[src/rtl/apb_cmd_master.sv]
// apb_cmd_master: turns single-beat valid/ready commands into APB4 setup/access transfers, one outstanding.
// Optional build macro APB_TIMEOUT_EN: abort an ACCESS phase after TIMEOUT_CYC cycles without pready.
module apb_cmd_master #(
  parameter int ADDR_W      = 12,
  parameter int DATA_W      = 32,
  parameter int TIMEOUT_CYC = 16
) (
  input  logic                  sys_clk,
  input  logic                  sys_rst,
  input  logic                  cmd_valid,
  output logic                  cmd_ready,
  input  logic                  cmd_write,
  input  logic [ADDR_W-1:0]     cmd_addr,
  input  logic [DATA_W-1:0]     cmd_wdata,
  input  logic [DATA_W/8-1:0]   cmd_strb,
  output logic                  rsp_valid,
  input  logic                  rsp_ready,
  output logic [DATA_W-1:0]     rsp_rdata,
  output logic                  rsp_err,
  output logic                  rsp_timeout,
  output logic                  m_psel,
  output logic                  m_penable,
  output logic                  m_pwrite,
  output logic [ADDR_W-1:0]     m_paddr,
  output logic [DATA_W-1:0]     m_pwdata,
  output logic [DATA_W/8-1:0]   m_pstrb,
  input  logic                  m_pready,
  input  logic [DATA_W-1:0]     m_prdata,
  input  logic                  m_pslverr
);
  localparam int STRB_W = DATA_W / 8;

  typedef enum logic [1:0] {IDLE, SETUP, ACCESS, RESP} state_t;

  state_t              state_reg;
  logic                cmd_ready_reg;
  logic                rsp_valid_reg;
  logic                rsp_err_reg;
  logic [DATA_W-1:0]   rsp_rdata_reg;
  logic                psel_reg;
  logic                penable_reg;
  logic                pwrite_reg;
  logic [ADDR_W-1:0]   paddr_reg;
  logic [DATA_W-1:0]   pwdata_reg;
  logic [STRB_W-1:0]   pstrb_reg;
  logic [STRB_W-1:0]   strb_next;
  logic [DATA_W-1:0]   wdata_next;

  // Reads must present all-zero strobes, so each lane is gated by direction.
  generate
    for (genvar gi = 0; gi < STRB_W; gi++) begin : g_strb_lane
      assign strb_next[gi] = cmd_write & cmd_strb[gi];
    end
  endgenerate

  assign wdata_next = cmd_write ? cmd_wdata : '0;

`ifdef APB_TIMEOUT_EN
  localparam logic [7:0] TIMEOUT_LAST = 8'(TIMEOUT_CYC - 1);
  logic [7:0] wait_cnt_reg;
  logic       rsp_timeout_reg;
  assign rsp_timeout = rsp_timeout_reg;
`else
  logic unused_timeout_cfg;
  assign unused_timeout_cfg = ^TIMEOUT_CYC;
  assign rsp_timeout        = 1'b0;
`endif

  always_ff @(posedge sys_clk) begin
    if (sys_rst) begin
      state_reg     <= IDLE;
      cmd_ready_reg <= 1'b1;
      rsp_valid_reg <= 1'b0;
      rsp_err_reg   <= 1'b0;
      rsp_rdata_reg <= '0;
      psel_reg      <= 1'b0;
      penable_reg   <= 1'b0;
      pwrite_reg    <= 1'b0;
      paddr_reg     <= '0;
      pwdata_reg    <= '0;
      pstrb_reg     <= '0;
`ifdef APB_TIMEOUT_EN
      wait_cnt_reg    <= 8'd0;
      rsp_timeout_reg <= 1'b0;
`endif
    end else begin
      case (state_reg)
        IDLE: begin
          if (cmd_valid) begin
            psel_reg      <= 1'b1;
            pwrite_reg    <= cmd_write;
            paddr_reg     <= cmd_addr;
            pwdata_reg    <= wdata_next;
            pstrb_reg     <= strb_next;
            cmd_ready_reg <= 1'b0;
            state_reg     <= SETUP;
          end
        end
        SETUP: begin
          penable_reg <= 1'b1;
          state_reg   <= ACCESS;
`ifdef APB_TIMEOUT_EN
          wait_cnt_reg <= 8'd0;
`endif
        end
        ACCESS: begin
          if (m_pready) begin
            rsp_valid_reg <= 1'b1;
            rsp_rdata_reg <= pwrite_reg ? '0 : m_prdata;
            rsp_err_reg   <= m_pslverr;
            psel_reg      <= 1'b0;
            penable_reg   <= 1'b0;
            paddr_reg     <= '0;
            pwdata_reg    <= '0;
            pstrb_reg     <= '0;
            state_reg     <= RESP;
          end
`ifdef APB_TIMEOUT_EN
          // This is the TIMEOUT_CYC-th cycle without pready: give up on the slave.
          else if (wait_cnt_reg == TIMEOUT_LAST) begin
            rsp_valid_reg   <= 1'b1;
            rsp_rdata_reg   <= '0;
            rsp_err_reg     <= 1'b1;
            rsp_timeout_reg <= 1'b1;
            psel_reg        <= 1'b0;
            penable_reg     <= 1'b0;
            paddr_reg       <= '0;
            pwdata_reg      <= '0;
            pstrb_reg       <= '0;
            state_reg       <= RESP;
          end else begin
            wait_cnt_reg <= wait_cnt_reg + 8'd1;
          end
`endif
        end
        RESP: begin
          if (rsp_ready) begin
            rsp_valid_reg <= 1'b0;
            rsp_rdata_reg <= '0;
            rsp_err_reg   <= 1'b0;
            cmd_ready_reg <= 1'b1;
            state_reg     <= IDLE;
`ifdef APB_TIMEOUT_EN
            rsp_timeout_reg <= 1'b0;
`endif
          end
        end
        default: state_reg <= IDLE;
      endcase
    end
  end

  assign cmd_ready = cmd_ready_reg;
  assign rsp_valid = rsp_valid_reg;
  assign rsp_rdata = rsp_rdata_reg;
  assign rsp_err   = rsp_err_reg;
  assign m_psel    = psel_reg;
  assign m_penable = penable_reg;
  assign m_pwrite  = pwrite_reg;
  assign m_paddr   = paddr_reg;
  assign m_pwdata  = pwdata_reg;
  assign m_pstrb   = pstrb_reg;

endmodule
[config.mk]
export PLATFORM = sky130hd
export DESIGN_NAME = apb_cmd_master
export DESIGN_NICKNAME = d
export VERILOG_FILES = /design/src/rtl/apb_cmd_master.sv
export SDC_FILE = /design/constraint.sdc
export NUM_CORES = 1
export LEC_CHECK = 0
export CAP_MARGIN = 25
export CORE_MARGIN = 2
export CORE_UTILIZATION = 43
export CTS_BUF_LIST = sky130_fd_sc_hd__clkbuf_4
export CTS_CLUSTER_SIZE = 16
export DETAILED_ROUTE_END_ITERATION = 10
export PLACE_DENSITY = 0.84
export SLEW_MARGIN = 0
export SYNTH_ARGS = -nofsm -noshare
export SYNTH_HDL_FRONTEND = slang
export SYNTH_SLANG_ARGS = --single-unit
export TNS_END_PERCENT = 10
[constraint.sdc]
create_clock -name sys_clk -period 3.7 [get_ports sys_clk]
set_input_delay 0.74 -clock sys_clk [delete_from_list [all_inputs] [get_ports sys_clk]]
set_output_delay 0.74 -clock sys_clk [all_outputs]
set_load 0.01 [all_outputs]
==> run metrics <==
Routability Congestion=0.768; sequential fraction of the synthesis area=54.5%; launching element type of the critical path=input pin; buffer depth of the longest clock path=2; top-level I/O count=174; share of the synthesized area in the top cell type=54.5%; total negative setup slack=0 ps; clock latency of the later-clocked register in the worst-skew pair=440 ps; # resized after CTS=0; fmax=390 MHz; Die Area=8230 µm²; residual overflow from global routing=0; static power due to leakage=1.92 nW; Power Density=582 nW/µm²; cell-by-cell trace of the critical path=clkdlybuf4s50_1 > nand2b_1 > a31oi_4 > a22o_1; Detailed Routing Iterations Pass 1=5; cell area after synthesis=3230 µm²; RSZ-0062 raised after global routing=no; final-stage net count=542; post-placement setup slack=707 ps; final setup violating endpoints=0; master of the slowest instance on the critical path=a31oi_4; dominant cell type by area after synthesis=dfxtp_1; Setup Buffers After CTS=0; synthesized netlist cell count=288; First DRT Iteration DRCs=167; level count of the clock H-tree=3; final-report hold violation count=0; total routing usage reported by global routing=24.0%; CTS tree=built; buffers and inverters on the worst path=1; total of warnings raised by yosys=0; final wirelength=10.0 mm; Finished Cell Area=5090 µm²; max-slew violation total from the final report=0; number of register bits inferred by synthesis=88; max-cap violations=0; final-layout worst hold slack=477 ps; Wirelength per Cell=18.1 µm; CTS Hold Buffers Added=0; switching power=1.05 mW; count of antenna diodes in the layout=0; Area contributors post-synth=dfxtp_1, a22o_1, nor2b_1; Setup crit end kind=flop; Max-Slew Margin vs Limit=28.0%; flop-to-flop setup slack=1210 ps; Required @ worst endpoint=4080 ps; CTS Buf Count=9; Data arrival, critical path=2940 ps; internal power of the cells=1.92 mW; antenna violations before repair=0; largest net degree at the start of global routing=37; share of the clock period used by the worst path after layout=69.4%; instance area after placement=4950 µm²; switching power as a share of total power=35.3%; critical register-to-register path startpoint=state_reg[0]; die outline width=90.7 µm; number of logic stages on the critical path including buffering=4; buffer type at the clock tree root=clkbuf_4; detailed-route vias per instance=5.39; largest delay contributor family on the critical path=compound AO/OA/AOI/OAI gates; total number of vias=2,978; worst flop-to-flop path endpoint=m_pwdata[30]; portion of total power attributed to sequential cells=41.5%; total nets after synthesis=381; area growth from synthesis to layout=57.5%; proportion of layout cells with a drive suffix above 1=5.07%; number of non-filler instances in the completed layout=553; Worst Setup SP=m_pready; maximum fanout along the worst path=36; layout filler cell count=534; combinational power share=40.2%; number of distinct library cells after synthesis=31; Remaining DRCs=0; height of the die=90.7 µm; ANT nets after route=0; Setup Skew=20.8 ps; worst ir drop on vdd=0.373 mV; depth of the worst register-to-register path=5; placeable core region=7250 µm²; core occupancy in the finished layout=70.2%; final HPWL from detailed placement=7.17 mm; endpoint of the worst setup timing path=m_pwdata[30]; vias in the first global route=2,896; number of clock sinks seen by CTS=88; portion of total power attributed to the clock network=18.3%; class of the worst hold path=reg -> reg; FP Rows=31; wire length of the first global-routing pass=15.6 mm; final worst slack=1130 ps; CP Class=in -> reg; slew at the pin with the worst max-slew slack=1080 ps; # port buffers=172; outcome=finished, final reports clean; post-layout min period=2570 ps; total power draw=2.96 mW; mean instance size in the synthesized netlist=11.2 µm²; clock slew seen by the registers of the worst setup and hold paths=130 ps; effective utilization at floorplan=44.6%; number of placed cells counting well taps=537; Slowest Stage Delay on Critical Path=910 ps
## synthesized netlist by cell type, drive strengths merged
cell / n
nand2: 5
buf: 20
dfxtp: 88
inv: 4
nor3: 1
a21oi: 20
or2b: 1
or2: 2
nand2b: 3
a31oi: 2
nor2: 4
nand4: 13
ha: 6
and2b: 1
o31a: 1
o31ai: 13
mux2: 1
nor4: 1
nor2b: 17
nor4b: 1
conb: 1
a22o: 68
a21o: 1
o21ai: 4
nand3: 2
a211oi: 2
clkbuf: 6
## cell type report
class                      count  area (µm²)  share of cell area [%]
clock buffer                   9        67.6                    1.33
clock inverter                 7        71.3                    1.40
inverter                       4        15.0                   0.295
multi-input combinational    170        1290                    25.4
sequential                    88        1760                    34.6
tap                           99         124                    2.43
timing repair buffer         176        1760                    34.6
## layer usage
| metal | up-vias | track usage, % | wire length (µm) |
|---|---|---|---|
| li1 | 1401 | - | - |
| met1 | 1420 | 29.2 | 4070 |
| met4 | 0 | 13.1 | 360 |
| met5 | - | 0 | 0 |
| met2 | 128 | 39.6 | 4950 |
| met3 | 29 | 5.26 | 644 |
## power groups by stage
| stage | Clock [mW] | Sequential, mW | Combinational [mW] |
|---|---|---|---|
| final | 0.541 | 1.23 | 1.19 |
| after global routing | 0.596 | 1.25 | 1.29 |
| after CTS | 0.553 | 1.23 | 1.19 |
| after detailed placement | 0 | 1.25 | 1.19 |
| after global placement | 0 | 1.24 | 1.15 |
| after floorplan | 0 | 1.31 | 0.637 |
## worst min-delay path by stage
stage | cells past startpoint | slack, ps | end | startpoint
final | 2 | 480 | m_paddr[7] | m_paddr[7]
after global routing | 2 | 500 | m_paddr[11] | m_paddr[11]
after CTS | 2 | 480 | m_paddr[7] | m_paddr[7]
after detailed placement | 1 | 450 | rsp_rdata[28] | rsp_rdata[28]
after global placement | 2 | 450 | m_paddr[7] | m_paddr[7]
after floorplan | 2 | 490 | m_psel | m_psel
## cells in the final DEF (no fill, tap or decap), types with 3 or more instances in the layout
master and count:
ha_1 6, clkbuf_4 9, clkdlybuf4s50_1 172, a21oi_1 20
nand4_1 13, nand2b_1 3, a22o_1 68, dfxtp_1 88
buf_4 3, o21ai_0 4, o31ai_1 13, nor2_1 4
nor2b_1 17, nand2_1 5, inv_1 4
## worst min-delay path, cell delays in order, from the launching register on
cell and delay (ps):
dfxtp_1 330, o31ai_1 60, a21oi_1 60
## cells by family after synthesis
logic type	Yosys count	synth area share, %
DFF	88	54.5
muxes	1	0.348
and+or+nand+nor	51	9.87
AOI/OAI and AO/OA	111	27.0
buffers and inverters	30	5.85
adders and majority gates	6	2.32
other	1	0.116
No activity file was read; power rests on OpenSTA's default activity.
